`src/rtl/controle_mux_pkg.sv`:
```
// Shared definitions for controle_mux: FSM states, command priority and {ch1,ch0} select codes.
package controle_mux_pkg;

    typedef enum logic [1:0] {
        OCIOSO  = 2'd0,
        CARGA   = 2'd1,
        DESL_ED = 2'd2,
        DESL_DE = 2'd3
    } estado_t;

    typedef enum logic [2:0] {
        CMD_NENHUM   = 3'd0,
        CMD_PARAR    = 3'd1,
        CMD_CARREGAR = 3'd2,
        CMD_ESQ_DIR  = 3'd3,
        CMD_DIR_ESQ  = 3'd4
    } comando_t;

    localparam logic [1:0] SEL_OCIOSO  = 2'b11;
    localparam logic [1:0] SEL_CARGA   = 2'b00;
    localparam logic [1:0] SEL_DESL_ED = 2'b01;
    localparam logic [1:0] SEL_DESL_DE = 2'b10;

    // Only the highest-priority asserted command survives; the rest are dropped.
    function automatic comando_t prioriza(input logic parar, input logic carregar,
                                          input logic esq_dir, input logic dir_esq);
        comando_t cmd;
        if (parar)         cmd = CMD_PARAR;
        else if (carregar) cmd = CMD_CARREGAR;
        else if (esq_dir)  cmd = CMD_ESQ_DIR;
        else if (dir_esq)  cmd = CMD_DIR_ESQ;
        else               cmd = CMD_NENHUM;
        return cmd;
    endfunction

    function automatic logic [1:0] seleciona(input estado_t estado);
        logic [1:0] sel;
        case (estado)
            OCIOSO:  sel = SEL_OCIOSO;
            CARGA:   sel = SEL_CARGA;
            DESL_ED: sel = SEL_DESL_ED;
            DESL_DE: sel = SEL_DESL_DE;
            default: sel = SEL_OCIOSO;
        endcase
        return sel;
    endfunction

endpackage

```
`src/rtl/controle_mux_divisor_tick.sv`:
```
// Prescaler: counts 0..PRESCALE-1 while clear is low; tick marks the last count of each period.
module divisor_tick #(
    parameter int PRESCALE = 4
) (
    input  logic clk,
    input  logic rst_n,
    input  logic clear,
    output logic tick
);

    localparam int CNT_W = (PRESCALE > 1) ? $clog2(PRESCALE) : 1;
    localparam logic [CNT_W-1:0] ULTIMO = CNT_W'(PRESCALE - 1);
    localparam logic [CNT_W-1:0] UM     = CNT_W'(1);

    logic [CNT_W-1:0] cnt_q;
    logic [CNT_W-1:0] cnt_d;

    // Next count: clear wins, otherwise wrap at the end of the period.
    always_comb begin
        cnt_d = cnt_q;
        if (clear) begin
            cnt_d = '0;
        end else if (cnt_q == ULTIMO) begin
            cnt_d = '0;
        end else begin
            cnt_d = cnt_q + UM;
        end
    end

    // Counter register.
    always_ff @(posedge clk or negedge rst_n) begin
        if (!rst_n) begin
            cnt_q <= '0;
        end else begin
            cnt_q <= cnt_d;
        end
    end

    assign tick = (cnt_q == ULTIMO);

endmodule

```
`src/rtl/controle_mux.sv`:
```
// Mux-select / shift-register controller. Define CONTROLE_MUX_VAI_VEM_EN to make
// completed sequences bounce to the opposite direction forever instead of stopping.
module controle_mux
    import controle_mux_pkg::*;
#(
    parameter int PRESCALE = 4,
    parameter int N_PASSOS = 8
) (
    input  logic                              clk,
    input  logic                              rst_n,
    input  logic                              carregar,
    input  logic                              iniciar_esq_dir,
    input  logic                              iniciar_dir_esq,
    input  logic                              parar,
    output logic                              ch0,
    output logic                              ch1,
    output logic                              reg_en,
    output logic                              ocupado,
    output logic [$clog2(N_PASSOS+1)-1:0]     passo,
    output logic                              fim
);

    localparam int PW = $clog2(N_PASSOS + 1);
    localparam logic [PW-1:0] ULTIMO_PASSO = PW'(N_PASSOS - 1);
    localparam logic [PW-1:0] TOTAL_PASSOS = PW'(N_PASSOS);
    localparam logic [PW-1:0] UM           = PW'(1);

    estado_t       state_q, state_d;
    logic [PW-1:0] passo_q, passo_d;
    logic          fim_q, fim_d;
    logic          reg_en_s;
    logic          tick_s;
    logic          clear_s;
    comando_t      cmd_s;
    estado_t       espelho_s;
    comando_t      cmd_oposto_s;

    // The prescaler only runs while the FSM stays in the same shift state.
    assign clear_s = !(((state_q == DESL_ED) || (state_q == DESL_DE)) && (state_d == state_q));

    divisor_tick #(
        .PRESCALE (PRESCALE)
    ) u_divisor_tick (
        .clk   (clk),
        .rst_n (rst_n),
        .clear (clear_s),
        .tick  (tick_s)
    );

    // Next-state, step counter and load-enable decode.
    always_comb begin
        state_d      = state_q;
        passo_d      = passo_q;
        fim_d        = 1'b0;
        reg_en_s     = 1'b0;
        cmd_s        = prioriza(parar, carregar, iniciar_esq_dir, iniciar_dir_esq);
        espelho_s    = (state_q == DESL_ED) ? DESL_DE : DESL_ED;
        cmd_oposto_s = (state_q == DESL_ED) ? CMD_DIR_ESQ : CMD_ESQ_DIR;
        case (state_q)
            OCIOSO: begin
                case (cmd_s)
                    CMD_CARREGAR: state_d = CARGA;
                    CMD_ESQ_DIR: begin
                        state_d = DESL_ED;
                        passo_d = '0;
                    end
                    CMD_DIR_ESQ: begin
                        state_d = DESL_DE;
                        passo_d = '0;
                    end
                    default: state_d = OCIOSO;
                endcase
            end
            CARGA: begin
                state_d  = OCIOSO;
                reg_en_s = (cmd_s != CMD_PARAR);
            end
            DESL_ED, DESL_DE: begin
                reg_en_s = tick_s && (cmd_s != CMD_PARAR);
                if (cmd_s == CMD_PARAR) begin
                    state_d = OCIOSO;
                end else if (cmd_s == cmd_oposto_s) begin
                    state_d = espelho_s;
                    passo_d = '0;
                end else if (reg_en_s) begin
                    if (passo_q == ULTIMO_PASSO) begin
                        fim_d = 1'b1;
`ifdef CONTROLE_MUX_VAI_VEM_EN
                        state_d = espelho_s;
                        passo_d = '0;
`else
                        state_d = OCIOSO;
                        passo_d = TOTAL_PASSOS;
`endif
                    end else begin
                        passo_d = passo_q + UM;
                    end
                end else begin
                    passo_d = passo_q;
                end
            end
            default: state_d = OCIOSO;
        endcase
    end

    // State, step count and completion flag registers.
    always_ff @(posedge clk or negedge rst_n) begin
        if (!rst_n) begin
            state_q <= OCIOSO;
            passo_q <= '0;
            fim_q   <= 1'b0;
        end else begin
            state_q <= state_d;
            passo_q <= passo_d;
            fim_q   <= fim_d;
        end
    end

    assign {ch1, ch0} = seleciona(state_q);
    assign reg_en     = reg_en_s;
    assign ocupado    = (state_q != OCIOSO);
    assign passo      = passo_q;
    assign fim        = fim_q;

endmodule

```
`config.mk`:
```
export PLATFORM = sky130hd
export DESIGN_NAME = controle_mux
export DESIGN_NICKNAME = d
export VERILOG_FILES = /design/src/rtl/controle_mux_pkg.sv /design/src/rtl/controle_mux_divisor_tick.sv /design/src/rtl/controle_mux.sv
export SDC_FILE = /design/constraint.sdc
export NUM_CORES = 1
export LEC_CHECK = 0
export ABC_AREA = 0
export ABC_CLOCK_PERIOD_IN_PS = 4720
export CAP_MARGIN = 10
export CORE_AREA = 3 3 49 51
export CTS_CLUSTER_SIZE = 12
export DETAILED_ROUTE_END_ITERATION = 10
export DIE_AREA = 0 0 52 54
export GPL_ROUTABILITY_DRIVEN = 0
export GPL_TIMING_DRIVEN = 0
export PLACE_DENSITY = 0.71
export SYNTH_ARGS = -nofsm -noshare
export SYNTH_HDL_FRONTEND = slang
export SYNTH_SLANG_ARGS = --single-unit
```
`constraint.sdc`:
```
create_clock -name clk -period 4.72 [get_ports clk]
set_clock_uncertainty 0.2 [all_clocks]
set_input_delay 0.708 -clock clk [delete_from_list [all_inputs] [get_ports clk]]
set_output_delay 0.708 -clock clk [all_outputs]
set_load 0.01 [all_outputs]
```
After elaboration in Yosys (flattened, before gate mapping)
Cells that the tools add are included.
{ "word_totals": {"regBits": 9, "input_bits": 6, "output_inout_bits": 9} }
{ "classes": {"addsub": 2, "eq_ne": 15, "muxes": 27, "reduce_logical": 9} }
{ "ops": {"columns": ["operator", "count"], "rows": [
  ["$mux W4", 5],
  ["$mux W3", 5],
  ["$mux W2", 6],
  ["$pmux W2 S3", 2],
  ["$pmux W2 S4", 1],
  ["$pmux W4 S2", 1],
  ["$eq A2 B2 Y1 const B", 3],
  ["$eq A3 B2 Y1 const B", 2],
  ["$mux W1", 6],
  ["$add A4 B1 Y4 const B", 1],
  ["$eq A4 B3 Y1 const B", 1],
  ["$ne A2 B2 Y1 const B", 2],
  ["$reduce_and A4 Y1", 1],
  ["$reduce_bool A2 Y1", 2],
  ["$reduce_or A2 Y1", 2],
  ["$eq A3 B1 Y1 const B", 1],
  ["$eq A3 B3 Y1", 1],
  ["$eq A3 B3 Y1 const B", 1],
  ["$ne A3 B1 Y1 const B", 1],
  ["$ne A3 B3 Y1 const B", 1],
  ["$add A2 B1 Y2 const B", 1],
  ["$eq A2 B1 Y1 const B", 1],
  ["$eq A2 B2 Y1", 1],
  ["$logic_and A1 B1 Y1", 2],
  ["3 further kinds", 3]
]} }

Longest topological paths before layout
Gate-level depths: netlist (run 1).
{ "logic_depth": {"ltp_word": 13, "ltp_mapped": 8} }

By module
A second synthesis (run 1) with hierarchy kept.
{ "hier_totals": {"cells_unflattened": 80, "area_unflattened_um2": 724.4} }
{ "by_module_without_submodules": {"columns": ["module", "instances", "cells_each", "area_per_inst_um2", "seq_area_each_um2"], "rows": [
  ["controle_mux", 1, 75, 651.9, 175.2],
  ["divisor_tick", 1, 5, 72.6, 50.0]
]} }

Least setup slack after synthesis (run 1)
No wires, ideal clock.
{ "synth_path": {"path_type": "reg-to-output", "start": "register state_q[0]", "end": "output reg_en", "arrival_ns": 1.350, "slack_ns": 2.462, "stages_incl_launch_ff": 7, "cell_sequence": "dfrtp_1 > inv_1 > ha_1 > buf_6 > or2_2 > a21oi_1 > nor3_1"} }
{ "synth_between": {"elab_chain_len": 3, "word_cells_on_any_way": 5} }
{ "synth_rtl": {"columns": ["item", "line_no", "source"], "rows": [
  ["from (decl)", "controle_mux.sv:28", "estado_t state_q, state_d;"],
  ["from (signal assigned)", "controle_mux.sv:113", "state_q <= state_d;"],
  ["$eq A2 B2 Y1", "controle_mux.sv:59", "case (state_q)"],
  ["$reduce_or A2 Y1", "controle_mux.sv:59", null],
  ["$pmux W1 S2 *", "controle_mux.sv:59", null],
  ["to (decl)", "controle_mux.sv:17", "output logic reg_en,"]
]} }
Mark *: on every way between the ends. The rest lies on a longest branch, timed or not.

Worst setup path in the final report (run 1)
Same ends and word-level chain as after synthesis.

==> results of run 1 <==
[layout make-up]
class	instances	area [µm²]
buffer	5	48.8
clock buffer	4	26.3
fill	196	1000
inverter	7	26.3
multi-input combinational	73	500
sequential	9	225
tap	27	33.8
timing repair buffer	12	120
[where the power goes]
part	switching, µW	internal (µW)	leakage (µW)
Clock	27.5	32.6	0.0000150
Combinational	38.5	34.9	0.000278
Sequential	6.30	81.2	0.000124
Total	72.4	149	0.000417
[flip-flops by register name, indices dropped and copies added (netlist names)]
register              count
u_divisor_tick.cnt_q      2
passo                     4
state_q                   2
fim                       1
[cells in the final DEF, fill, tap and decap left out, types with 2 or more instances in the layout]
master            n
clkbuf_4          3
or4_1             2
nand2b_1          2
inv_1             7
a21oi_1           8
or2_2             2
nand3_1           2
nor2b_1           2
o21ai_1           2
nand2_1           4
buf_6             3
o211a_1           2
clkdlybuf4s50_1  12
buf_4             2
a21boi_0          2
nand3b_1          3
dfrtp_1           9
nor2_1            9
nor3_1            3
o21ai_0           5
ha_1              7
o41ai_1           2
nor4b_1           2
[metal layers]
layer | share of wire [%] | wire length, µm | up-vias
met5 | 0 | 0 | -
met4 | 2.4 | 46 | 0
met3 | 5.5 | 105 | 5
met2 | 48 | 914 | 27
met1 | 44 | 837 | 348
li1 | - | - | 380
[logic make-up after synthesis]
group | after synthesis
AND/OR/NAND/NOR | 35
AO/OA/AOI/OAI | 30
XOR/XNOR | 1
adder cells (fa/ha/maj) | 7
flip-flops | 9
buffers and inverters | 12
[worst max path at each step]
stage | start | to | slack, ns | depth (start not counted)
finish | state_q[0]$_DFF_PN0_ | reg_en | 1.58 | 7
global placement | parar | reg_en | 1.65 | 4
detailed placement | parar | reg_en | 1.66 | 4
CTS | state_q[0]$_DFF_PN0_ | reg_en | 1.56 | 7
global route | state_q[0]$_DFF_PN0_ | reg_en | 1.48 | 7
floorplan | state_q[0]$_DFF_PN0_ | reg_en | 2.46 | 6
[per-stage QoR]
step | setup WS [ns] | area, µm² | std cells | util, % | hold slack, ns
2_1_floorplan | 2.46 | 801 | 94 | - | 0.212
3_3_place_gp | 1.65 | 955 | 133 | 48.2 | 0.243
3_5_place_dp | 1.66 | 955 | 133 | 48.2 | 0.246
4_1_cts | 1.56 | 981 | 137 | 49.5 | 0.263
5_1_grt | 1.48 | 981 | 137 | 49.5 | 0.287
6_report | 1.58 | 981 | 137 | 49.5 | 0.257
==> metrics.md, run 1 <==
| Metric | Value |
|---|---|
| Largest family of logic cells by synthesized area | compound AO/OA/AOI/OAI gates |
| CTS tree | built |
| GRT Residual Overflow | 0 |
| IO Pins | 15 |
| Period minus WS final | 3.14 ns |
| Max Clk Rate | about 320 MHz |
| Critical Path Max Stage Delay | 0.47 ns |
| Compound-cell area share of the yosys netlist | roughly 26% |
| Post-layout net count | 124 |
| WHS Endpoint | u_divisor_tick.cnt_q[0]$_DFF_PN0_ |
| Max-slew violations | 0 |
| Seq/Total Area, Yosys | between 20 and 30% |
| Slowest cell on crit path | clkdlybuf4s50_1 |
| RSZ-0062 raised after global routing | no |
| Max-cap violations | 0 |
| Most used flip-flop cell after synthesis | dfrtp_1 |
| Total power after layout | 221 µW |
| Core area | 0.00198 mm² |
| Worst slew pin tran | 0.406 ns |
| Worst r2r src | state_q[0]$_DFF_PN0_ |
| Met3 GRT Util | 1.94% |
| YS warnings | 0 |
| Crit-path max FO | 10 |
| Initial Util | 40.4% |
| Hold Violations, Final | 0 |
| Post CTS Setup Buffer Count | 0 |
| Peak VDD IR | slightly below 0.09 mV |
| Die Y | 54 µm |
| Synth Area in Simple Gates | 24.8% |
| Reg-to-reg setup timing slack | 2.32 ns |
| Pwr Density | approximately 230 mW/mm² |
| First-pass GRT wire length | 3180 µm |
| Met1 Resource Use GR | 18.0% |
| Antenna violations before repair | 0 |
| Post-synth EDFFs | 0 |
| Die Wd | 52 µm |
| Post-Route WL | 1900 µm |
| Worst hold-check path type | flop to flop |
| Critical path class | flop to output pin |
| CP arrival | 2.23 ns |
| Largest net degree at the start of global routing | 11 |
| H-tree levels | 1 |
| Number of antenna diodes | 0 |
| Top delay family on crit path | buffers and inverters |
| Synthesized-area fraction occupied by adder cells | between 10% and 20% |
| Port bufs | 12 |
| WP data required | roughly 3.8 ns |
| Setup Viol. Count Final | 0 |
| Std cell rows | 16 |
| Worst min-delay path startpoint | u_divisor_tick.cnt_q[0]$_DFF_PN0_ |
| Post-synthesis mux area share | 0% |
| Routed Antenna Nets | 0 |
| Crit. End Element | output pin |
| Area Overhead vs Synth | 22.5% |
| Yosys cell types | 35 |
| Leak pwr | 0.000417 µW |
| GRT Total Usage | 15.6% |
| Outcome | finished, final reports clean |
| CTS Sinks | 9 |
| Post-Syn Area per Cell | between 8 and 9 µm² |
| WL/cell | 13.9 µm |
| Worst hold stages | 1 |
| Share of layout cells above drive strength 1 | about 10% |
| Critical path launch point type | flop |
| Cell area after synthesis | ~800 µm² |
| Die area | ~0.0028 mm² |
| Top post-synthesis cells by count | dfrtp_1, nor2_1, a21oi_1, ha_1, inv_1 |
| DRC | 0 |
| Fin crit share | 66.4% |
| Post-CTS Hold Buffers | 0 |
| Iter 0 DRT Violations | 30 |
| Top Usage Layer GRT | met2 |
| Slew margin rel. | between 70% and 80% |
| Vias in the first global route | 711 |
| Vias | 760 |
| Clock-pin transition on the worst setup and hold timing paths | 0.05 ns |
| Fin Setup TNS | 0 ns |
| Largest area contributor in the netlist | dfrtp_1 |
| RR Endpoint | u_divisor_tick.cnt_q[0]$_DFF_PN0_ |
| Path depth of the worst reg2reg path | 8 |
| DR pass1 iterations | 4 |
| Clock tree root driver cell | clkbuf_4 |
| Post-Synth XOR/XNOR Area | between 1 and 1.5% |
| Crit path buf inv count | 3 |
| Dominant cells by area after synthesis | dfrtp_1, ha_1, a21oi_1, nor2_1, buf_6 |
| Post_cts resized | 0 |
| Clk Latency, worst-skew pair | between 0.2 and 0.3 ns |
| CP Cell Sequence | inv_1 -> ha_1 -> buf_6 -> or2_2 -> a21oi_1 -> nor3_1 -> clkdlybuf4s50_1 |
| Post-Syn Instances | 94 |
| Vias per inst | approximately 5.5 |
| Final HPWL DP | 1480 µm |
| Total CTS buffers | 3 |
| Async SR Flop Fraction | 100% |
| Clk buf depth | 2 |
| Synth top area share | between 20% and 30% |
| Syn_nets | 107 |
| Met2 Usage GRT | about 27% |
| #FFs+latches synth | 9 |
(Power assumes the default switching activity.)
==> run 2: changes to the inputs <==
Settings changed: ABC_CLOCK_PERIOD_IN_PS 4720 to 2800, PLACE_DENSITY 0.71 to 0.74.
Clock period 4.72 ns to 2.8 ns, I/O delays scaled along.
==> run 2 against run 1 <==
Via count up 2.6%. Final area up 1.3%. Utilization up 0.63 points. Register-to-register slack worse by 1.8 ns. Worst setup slack worse by 1.4 ns. Total power up 69%. Combinational power up 69%. Worst hold slack worse by 0.012 ns. Sequential share of layout area about the same. Critical path type unchanged. Highest routed layer unchanged.
==> metrics.md, run 2 (same netlist as run 1, synthesis figures left out) <==
| Metric | Value |
|---|---|
| Filler Cells Inserted | 195 (-0.51%) |
| Outcome | finished, final reports clean |
| Met2 Routed Length | 922 µm (+0.88%) |
| Critical Path Max Stage Delay | 0.48 ns (about the same) |
| Clock tree root driver cell | clkbuf_4 |
| Die area | 0.00281 mm² (unchanged) |
| CTS Sinks | 9 (unchanged) |
| CP Cell Sequence | inv_1 -> ha_1 -> buf_4 -> or2_2 -> clkdlybuf4s50_1 |
| Total CTS buffers | 3 (unchanged) |
| Reg-to-reg setup timing slack | 0.50 ns (-1.82 ns) |
| Crit. End Element | output pin |
| Commonest non-fill, non-tap cell in the layout | clkdlybuf4s50_1 |
| Max Clk Rate | 381 MHz |
| GRT Total Usage | 15.4% (-0.16 points) |
| Core area | 0.00198 mm² (unchanged) |
| Routed Antenna Nets | 0 (unchanged) |
| Routed metal-1 wirelength | 796 µm (-4.9%) |
| Vias per inst | 5.65 (+1.9%) |
| CTS tree | built |
| WP data required | 2.18 ns (-1.63 ns) |
| Total power after layout | 373 µW (+69%) |
| Clk Latency, worst-skew pair | 0.26 ns (about the same) |
| Setup Viol. Count Final | 0 (unchanged) |
| GRT Residual Overflow | 0 (unchanged) |
| Slew margin rel. | 73.5% (+0.94 points) |
| Crit-path max FO | 10 (unchanged) |
| Worst r2r src | state_q[0]$_DFF_PN0_ |
| Die Y | 54 µm (unchanged) |
| Area Overhead vs Synth | 24.1% |
| DRC | 0 (unchanged) |
| DR pass1 iterations | 4 (unchanged) |
| Period minus WS final | 2.63 ns |
| Post-layout net count | 125 (+0.81%) |
| Critical path launch point type | flop |
| First-pass GRT wire length | 3190 µm (+0.44%) |
| Routed wl met3 | 117 µm (+11%) |
| Max-cap violations | 0 (unchanged) |
| Post-Route WL | 1860 µm (-2.4%) |
| WL/cell | 13.5 µm (-3.1%) |
| Vias in the first global route | 702 (-1.3%) |
| Largest net degree at the start of global routing | 11 (unchanged) |
| Share of layout cells above drive strength 1 | 13.5% (+3.5 points) |
| Vias | 780 (+2.6%) |
| Leak pwr | 0.000437 µW (+4.9%) |
| Clock-pin transition on the worst setup and hold timing paths | 0.06 ns (about the same) |
| Max-slew violations | 0 (unchanged) |
| Top Metal Used | met4 |
| Critical path class | flop to output pin |
| Number of antenna diodes | 0 (unchanged) |
| CP arrival | 2.01 ns (-0.22 ns) |
| RR Endpoint | passo[3]$_DFFE_PN0P_ |
| Port bufs | 12 (unchanged) |
| H-tree levels | 1 (unchanged) |
| Most frequent cells in the layout | clkdlybuf4s50_1, nor2_1, a21oi_1 |
| Placed Cells incl. Taps | 133 (unchanged) |
| Antenna violations before repair | 0 (unchanged) |
| Fin crit share | 93.8% |
| Hold Violations, Final | 0 (unchanged) |
| Initial Util | 40.4% (unchanged) |
| Max reg flops | 4 (unchanged) |
| Std cell rows | 16 (unchanged) |
| Path depth of the worst reg2reg path | 8 (unchanged) |
| IO Pins | 15 (unchanged) |
| Slowest cell on crit path | clkdlybuf4s50_1 |
| Utilization after layout | 50.1% (+0.63 points) |
| RSZ-0062 raised after global routing | no |
| Worst slew pin tran | 0.393 ns (-0.0131 ns) |
| Final HPWL DP | 1420 µm (-3.7%) |
| Die Wd | 52 µm (unchanged) |
| Peak VDD IR | 0.197 mV (+120%) |
| Fin Setup TNS | 0 ns (unchanged) |
| Iter 0 DRT Violations | 22 (-27%) |
| Non-filler instance count after layout | 138 (+0.73%) |
| Pwr Density | 375 mW/mm² (+67%) |
| Clk buf depth | 2 (unchanged) |
| Worst hold-check path type | primary input to asynchronous set/reset pin |
==> run 2: changes by cell type in the layout (fill, tap and decap cells not counted) <==
cell             change
dfrtp_1              -2
dfrtp_2              +2
buf_4                +1
clkdlybuf4s50_1      -1
dlymetal6s2s_1       +1
inv_1                -1
inv_2                +1
==> run 2: area by class of cell <==
| class | instances | area (µm²) | share of cell area [%] |
|---|---|---|---|
| multi-input combinational | 73 | 500 | 50.4 |
| sequential | 9 | 228 | 22.9 |
| timing repair buffer | 13 | 130 | 13.1 |
| buffer | 5 | 48.8 | 4.91 |
| tap | 27 | 33.8 | 3.40 |
| clock buffer | 4 | 26.3 | 2.64 |
| inverter | 7 | 26.3 | 2.64 |
==> run 2: layer usage <==
layer	track usage (%)	vias up
li1	-	381
met3	3.60	4
met1	17.7	360
met4	7.86	0
met2	26.6	35
met5	0	-
==> run 2: power by group <==
part	internal (µW)	switching (µW)
clock	54.9	45.6
combinational	60.1	64.2
sequential	137	10.7
total	252	120
==> run 2: through the flow <==
step                      setup slack, ns  hold WS [ns]  instance area [µm²]
after floorplan                     0.661       -0.0756                  801
after global placement              0.256         0.243                  955
after detailed placement            0.228         0.247                  955
after CTS                         0.00534         0.256                  982
after global routing               0.0670         0.280                  993
final                               0.175         0.246                  993
==> run 2: how the worst max path moves through the flow <==
stage,from,slack [ns],endpoint,cells past startpoint
floorplan,state_q[1]$_DFF_PN0_,0.66,u_divisor_tick.cnt_q[0]$_DFF_PN0_,6
global placement,state_q[0]$_DFF_PN0_,0.26,reg_en,7
detailed placement,state_q[0]$_DFF_PN0_,0.23,reg_en,7
CTS,state_q[0]$_DFF_PN0_,0.005,reg_en,7
global route,state_q[1]$_DFF_PN0_,0.07,ch0,5
finish,state_q[1]$_DFF_PN0_,0.17,ch0,5
==> run 2: timing repair <==
item                                   4_1_cts  5_1_grt
setup endpoints to repair                    1        2
endpoints found under the hold margin        0        0
buffers inserted                             0        1
gates resized for setup                      1        3
hold buffers                                 0        0
==> run 2: critical path: cells and delay by family, from the launching register on <==
family        cells  cell delay [ns]
fa+ha+maj         1             0.22
simple gates      1             0.29
buf+inv           3             0.78
flops             1             0.46
==> run 3: changes to the inputs <==
Settings changed: SKIP_LAST_GASP set to 1.
==> run 3 against run 2 <==
Routed wire length is 0.16% lower. Worst setup slack got worse by 0.095 ns. Sequential share of layout area grew 0.058 points.
==> metrics.md, run 3 (same netlist as run 1, synthesis figures left out) <==
| Metric | Value |
|---|---|
| Largest net degree at the start of global routing | 11 (unchanged) |
| Setup Viol. Count Final | 0 (unchanged) |
| Max-slew violations | 0 (unchanged) |
| Hold Violations, Final | 0 (unchanged) |
| Vias per inst | 5.64 (-0.13%) |
| Met1 Resource Use GR | 17.7% (unchanged) |
| Die Wd | 52 µm (unchanged) |
| Worst slew pin tran | 0.389 ns (-0.00378 ns) |
| Max reg flops | 4 (unchanged) |
| Period minus WS final | 2.72 ns (+0.0947 ns) |
| Routed Antenna Nets | 0 (unchanged) |
| Fin crit share | 97.1% (+3.4 points) |
| Post-CTS Hold Buffers | 0 (unchanged) |
| Die Y | 54 µm (unchanged) |
| Peak VDD IR | 0.197 mV (about the same) |
| Number of antenna diodes | 0 (unchanged) |
| Port bufs | 12 (unchanged) |
| Fin Setup TNS | 0 ns (unchanged) |
| Vias | 779 (-0.13%) |
| Iter 0 DRT Violations | 22 (unchanged) |
| Crit. End Element | output pin |
| Outcome | finished, final reports clean |
| Post-Route WL | 1860 µm (-0.16%) |
| Met3 GRT Util | 3.60% (unchanged) |
| IO Pins | 15 (unchanged) |
| Die area | 0.00281 mm² (unchanged) |
| DR pass1 iterations | 4 (unchanged) |
| H-tree levels | 1 (unchanged) |
| GRT Total Usage | 15.4% (unchanged) |
| Core area | 0.00198 mm² (unchanged) |
| Non-filler instance count after layout | 138 (unchanged) |
| Worst hold-check path type | primary input to asynchronous set/reset pin |
| Slew margin rel. | 73.7% (+0.16 points) |
| Crit-path max FO | 10 (unchanged) |
| Area Overhead vs Synth | 23.7% |
| Vias in the first global route | 702 (unchanged) |
| Most frequent cells in the layout | clkdlybuf4s50_1, nor2_1, a21oi_1 |
| Leak pwr | 0.000419 µW (-4.2%) |
| Total CTS buffers | 3 (unchanged) |
| Clk Latency, worst-skew pair | 0.26 ns (about the same) |
| RSZ-0062 raised after global routing | yes |
| Antenna violations before repair | 0 (unchanged) |
| Final HPWL DP | 1420 µm (unchanged) |
| Pwr Density | 376 mW/mm² (+0.28%) |
| Clk buf depth | 2 (unchanged) |
| Share of layout cells above drive strength 1 | 13.5% (unchanged) |
| Clock-pin transition on the worst setup and hold timing paths | 0.06 ns (about the same) |
| GRT Residual Overflow | 0 (unchanged) |
| CTS Sinks | 9 (unchanged) |
| Commonest non-fill, non-tap cell in the layout | clkdlybuf4s50_1 |
| Max Clk Rate | 368 MHz (-3.5%) |
| Std cell rows | 16 (unchanged) |
| Initial Util | 40.4% (unchanged) |
| DRC | 0 (unchanged) |
| Top Usage Layer GRT | met2 |
| WP data required | 2.18 ns (about the same) |
| WL/cell | 13.4 µm (-0.16%) |
| CP arrival | 2.10 ns (+0.09 ns) |
| Filler Cells Inserted | 194 (-0.51%) |
| Clock tree root driver cell | clkbuf_4 |
| Placed Cells incl. Taps | 133 (unchanged) |
| Met2 Usage GRT | 26.6% (unchanged) |
| Critical path class | flop to output pin |
| Critical path launch point type | flop |
| Max-cap violations | 0 (unchanged) |
| First-pass GRT wire length | 3190 µm (unchanged) |
| CTS tree | built |
| Post-layout net count | 125 (unchanged) |
-- run 3: changes by cell type in the layout (fill, tap and decap cells not counted), sizes merged --
cell,change
dlymetal6s2s,-1
clkdlybuf4s50,+1
-- run 3: area by class of cell --
class | instances | area [µm²] | area share [%]
clock buffers | 4 | 26.3 | 2.65
inverters | 7 | 26.3 | 2.65
flip-flops and latches | 9 | 228 | 23.0
repair buffers | 13 | 128 | 12.9
plain buffers | 5 | 48.8 | 4.92
multi-input cells | 73 | 500 | 50.5
well taps | 27 | 33.8 | 3.41
-- run 3: through the flow --
stage                     utilization, %  worst slack [ns]  instance area [µm²]  total power (µW)  hold WS [ns]
after global placement              48.2             0.256                  955               269         0.243
after global routing                50.0           -0.0159                  991               400         0.280
final                               50.0            0.0801                  991               373         0.246
after CTS                           49.6           0.00534                  982               374         0.256
after floorplan                        -             0.661                  801               225       -0.0756
after detailed placement            48.2             0.228                  955               271         0.247
-- run 3: path summary, 6_finish.rpt --
check / end / startpoint / cells after the start / slack, ns
hold / removal: passo[3]$_DFFE_PN0P_ / rst_n / 1 / 0.25
max in group asynchronous: state_q[0]$_DFF_PN0_ / rst_n / 1 / 1.84
setup / recovery: reg_en / state_q[0]$_DFF_PN0_ / 7 / 0.08
setup reg to reg: passo[3]$_DFFE_PN0P_ / state_q[0]$_DFF_PN0_ / 8 / 0.50
min in group clk: u_divisor_tick.cnt_q[0]$_DFF_PN0_ / u_divisor_tick.cnt_q[0]$_DFF_PN0_ / 1 / 0.25
hold reg to reg: u_divisor_tick.cnt_q[0]$_DFF_PN0_ / u_divisor_tick.cnt_q[0]$_DFF_PN0_ / 1 / 0.25
-- run 3: layer usage --
layer  share of wire, %  vias to the layer above
li1                   -                      381
met1                 43                      360
met2                 50                       34
met3                6.3                        4
met4                1.2                        0
met5                  0                        -
-- run 3: critical path: stages (launching register included) --
cell and delay [ns]:
dfrtp_2 0.42, inv_2 0.08, ha_1 0.22, buf_6 0.14, or2_2 0.30, a21oi_1 0.15, nor3_1 0.06, clkdlybuf4s50_1 0.47
-- run 3: what timing repair did --
item / 4_1_cts / 5_1_grt
endpoints found under the setup margin: 1 / 2
buffers inserted: 0 / 1
resized for setup: 1 / 2
-- run 3: power breakdown --
part / internal (µW) / total (µW) / leakage [µW] / switching (µW)
Clock: 54.9 / 100 / 0.0000150 / 45.6
Combinational: 60.3 / 124 / 0.000283 / 64.2
Sequential: 137 / 148 / 0.000121 / 10.7
Total: 253 / 373 / 0.000419 / 120
